--- src/rtl/sig_shift_unloader.sv ---
// Serial unloader for a captured signature: parallel load, MSB-first shift
// with valid/ready handshake; last_accept flags the final transferred bit.
module sig_shift_unloader #(
   parameter int W = 40
) (
   input  logic         clk,
   input  logic         rst,
   input  logic         load,
   input  logic [W-1:0] data,
   input  logic         so_ready,
   output logic         so_data,
   output logic         so_valid,
   output logic         last_accept
);

   localparam int CW = $clog2(W);
   localparam logic [CW-1:0] LAST_IDX = CW'(W - 1);

   logic [W-1:0]  sh_r;
   logic [CW-1:0] cnt_r;
   logic          valid_r;

   assign last_accept = valid_r & so_ready & (cnt_r == LAST_IDX);
   assign so_data     = sh_r[W-1];
   assign so_valid    = valid_r;

   // shift register, bit counter and valid flag
   always_ff @(posedge clk) begin
      if (!rst) begin
         sh_r    <= '0;
         cnt_r   <= '0;
         valid_r <= 1'b0;
      end else if (load) begin
         sh_r    <= data;
         cnt_r   <= '0;
         valid_r <= 1'b1;
      end else if (valid_r && so_ready) begin
         if (cnt_r == LAST_IDX) begin
            valid_r <= 1'b0;
         end else begin
            sh_r  <= {sh_r[W-2:0], 1'b0};
            cnt_r <= cnt_r + CW'(1);
         end
      end
   end

endmodule

--- config.mk ---
export PLATFORM = sky130hd
export DESIGN_NAME = sig_shift_unloader
export DESIGN_NICKNAME = d
export VERILOG_FILES = /design/src/rtl/sig_shift_unloader.sv
export SDC_FILE = /design/constraint.sdc
export NUM_CORES = 1
export LEC_CHECK = 0
export BUFFER_PORTS_ARGS = -buffer_cell sky130_fd_sc_hd__buf_2
export CORE_MARGIN = 2
export CORE_UTILIZATION = 57
export DETAILED_ROUTE_END_ITERATION = 12
export PLACE_DENSITY = 0.81
export SETUP_SLACK_MARGIN = 0.05
export SYNTH_ARGS = -nofsm -noshare
export SYNTH_HDL_FRONTEND = slang
export SYNTH_SLANG_ARGS = --single-unit
--- constraint.sdc ---
create_clock -name clk -period 2.9 [get_ports clk]
set_clock_uncertainty 0.05 [all_clocks]
set_input_delay 0.29 -clock clk [delete_from_list [all_inputs] [get_ports clk]]
set_output_delay 0.29 -clock clk [all_outputs]
set_load 0.005 [all_outputs]
==> impl_metrics.csv <==
group,metric,value,unit
status,status,"completed",
clocking,cts-resized-gates,0,
sta,setup_ws,0.657,ns
route,vias,2767,
layout,diodes,0,
critical_path,r2r-start,"cnt_r[3]",
logic_synthesis,yosys.area_share.simple,11.1,%
clocking,cts_tree,"yes",
sta,drv_slew,0,
sta,fmax,446,MHz
logic_synthesis,synth_top_area_share,34.2,%
power_and_ir_drop,netSwitchingPower,0.357,mW
critical_path,critPathMaxFanout,42,
critical_path,reg2reg_to,"cnt_r[1]",
logic_synthesis,yosysUniqueCellTypes,29,
logic_synthesis,synth_top_area_cell,"dfxtp_1",
sta,setup_viol,0,
layout,drive_gt1_share,19.3,%
place,post_dp_cell_area,2870,sq um
place,place_congestion,0.801,
clocking,holdBufCountCts,0,
power_and_ir_drop,p_int,0.977,mW
hold_path,hp-start,"data[0]",
route,drc_errors,0,
critical_path,path_buf_inv,1,
floorplanning,die_area,5390,sq um
critical_path,criticalPathCategory,"register to output port",
critical_path,worstPathCellList,"or3b_2 > nor3_1 > buf_2",
job,cap_violations,0,
route,post_drt_via_cell_ratio,6.99,
logic_synthesis,synth_compound_area_share,43.8,%
sta,period_share,77.3,%
hold_path,min_to,"sh_r[0]",
power_and_ir_drop,pwr-share-clk,33.3,%
layout,syn_to_final_growth,8.24,%
sta,whs,0.169,ns
clocking,htree_levels,2,
logic_synthesis,synthAdderAreaFrac,0.455,%
global_route,grt_pass1_wl,11.2,mm
global_route,gr-total-overflow,0,
route,wl_per_cell,17.4,microns
logic_synthesis,ys_async_sr_fraction,0,%
logic_synthesis,synth-xor-area-share,0,%
clocking,root_buffer,"clkbuf_8",
hold_path,hold_class,"input port to register",
floorplanning,die_w,73.4,microns
power_and_ir_drop,pwr-share-comb,12.8,%
critical_path,r2r_cells,4,
clocking,clk_pin_slew_worst_paths,0.09,ns
logic_synthesis,synth-main-ff-cell,"dfxtp_1",
sta,hold_violations,0,
route,antenna_left,0,
logic_synthesis,yosysWarnings,0,
place,port_buffers,46,
route,finalWirelength,6.91,mm
logic_synthesis,syn_inst,329,
clocking,numCtsBuffers,5,
logic_synthesis,synth-seq-area-share,34.2,%
layout,fin_cells,396,
logic_synthesis,synth_area_per_cell,8.35,sq um
power_and_ir_drop,swShare,26.8,%
critical_path,slowest_delay,0.82,ns
power_and_ir_drop,total_power,1.33,mW
power_and_ir_drop,p_per_area,449,nW/um^2
critical_path,required,2.56,ns
logic_synthesis,synth_edf_count,0,
global_route,grt_max_degree,44,
power_and_ir_drop,leakagePower,0.913,nW
critical_path,crit_path_end_kind,"output port",
critical_path,reg2reg_slack,0.89,ns
global_route,track_usage,26.2,%
sta,slew_headroom,43.9,%
route,first_iter_violations,281,
logic_synthesis,synth_area,2750,sq um
layout,fin_util,63.4,%
sta,period_needed,2.24,ns
clocking,cts_max_path_buffers,2,
floorplanning,core_area,4690,sq um
global_route,antenna_found_initial,0,
floorplanning,start_util,58.6,%
logic_synthesis,synth.area.top_cells,"dfxtp_1, a2bb2oi_1, o2111ai_1",
sta,rsz0062_at_grt,"no",
place,dp.cells,388,
floorplanning,die_y,73.4,microns
floorplanning,ioPinCount,47,
critical_path,cp-start-kind,"register",
floorplanning,row_count,25,
clocking,cts_setup_buffers,0,
critical_path,crit_path_top_delay_cell,"or3b_2",
sta,tightest_slew,0.841,ns
logic_synthesis,synth_top_family_by_area,"compound AO/OA/AOI/OAI gates",
route,drtPass1Iterations,4,
layout,final_area,2970,sq um
clocking,clk-insertion-delay-late,0.30,ns
logic_synthesis,syn_nets,374,
critical_path,worstPathArrival,1.90,ns
place,hpwl,3.87,mm
logic_synthesis,ys_ff_latch,47,
critical_path,crit_family,"simple AND/OR/NAND/NOR gates",
layout,final_nets,386,
global_route,grt_pass1_vias,2431,
clocking,clock-sinks,47,
hold_path,worstHoldPathCells,3,
power_and_ir_drop,pwr-share-seq,54.0,%
logic_synthesis,synth.mux.area_fraction,0.729,%
place,place_ws,0.906,ns
sta,finalSetupTns,0,ns
power_and_ir_drop,vdd_drop_max,0.294,mV
## worst register-to-register path, delay by kind of cell, from the launching register on
family                 cells  cell delay (ns)
and+or+nand+nor            1             0.82
DFF                        1             0.34
buffers and inverters      1             0.33
AOI/OAI and AO/OA          1             0.26
muxes                      1             0.12
## routing by layer
| metal | global-route usage [%] | up-vias | routed length [microns] |
|---|---|---|---|
| li1 | - | 1352 | - |
| met1 | 36.3 | 1300 | 3220 |
| met2 | 40.7 | 111 | 3140 |
| met3 | 5.62 | 4 | 493 |
| met4 | 8.08 | 0 | 64 |
| met5 | 0 | - | 0 |
## sequential cells by signal (all words and copies together), names as in the netlist
register / count
sh_r: 40
so_valid: 1
cnt_r: 6
## power by group through the flow
stage | sequential, mW | combinational, mW | clock, mW
finish | 0.720 | 0.171 | 0.444
global route | 0.725 | 0.191 | 0.480
CTS | 0.719 | 0.170 | 0.449
detailed placement | 0.733 | 0.169 | 0
global placement | 0.731 | 0.166 | 0
floorplan | 0.726 | 0.113 | 0
## worst max path at each step
| stage | startpoint | end | cells after the start |
|---|---|---|---|
| 2_1_floorplan | cnt_r[0] | last_accept | 5 |
| 3_3_place_gp | cnt_r[3] | cnt_r[1] | 4 |
| 3_5_place_dp | cnt_r[3] | cnt_r[1] | 4 |
| 4_1_cts | cnt_r[3] | last_accept | 3 |
| 5_1_grt | cnt_r[3] | last_accept | 3 |
| 6_report | cnt_r[3] | last_accept | 3 |
## synthesized netlist by cell type, types with 5 or more instances
| master | instances |
|---|---|
| clkbuf_1 | 33 |
| o2111ai_1 | 39 |
| buf_6 | 9 |
| a31oi_1 | 41 |
| dfxtp_1 | 47 |
| o21ai_1 | 5 |
| a2bb2oi_1 | 39 |
| nand2_1 | 7 |
| buf_2 | 7 |
| o21ai_0 | 38 |
| nand3_1 | 43 |
## cells by family after synthesis
| group | count (synthesis) |
|---|---|
| AO/OA/AOI/OAI | 168 |
| AND/OR/NAND/NOR | 60 |
| buffers and inverters | 51 |
| flip-flops | 47 |
| multiplexers | 2 |
| adder cells (fa/ha/maj) | 1 |
## cell type report
class	instances	area, sq um
repair buffers	55	323
multi-input cells	231	1540
fillers	405	1720
flip-flops and latches	47	941
inverters	1	3.75
well taps	54	67.6
clock buffers	8	100
## cells in the final DEF (no fill, tap or decap), types with 5 or more instances in the layout
cell type / netlist / final
nand3_1: 43 / 43
o21ai_1: 5 / 5
dfxtp_1: 47 / 47
nand2_1: 7 / 7
o21ai_0: 38 / 38
clkbuf_8: 0 / 7
a31oi_1: 41 / 41
buf_4: 0 / 7
o2111ai_1: 39 / 39
a2bb2oi_1: 39 / 39
buf_2: 7 / 46
Note: power is estimated with default switching activity, not from simulation.
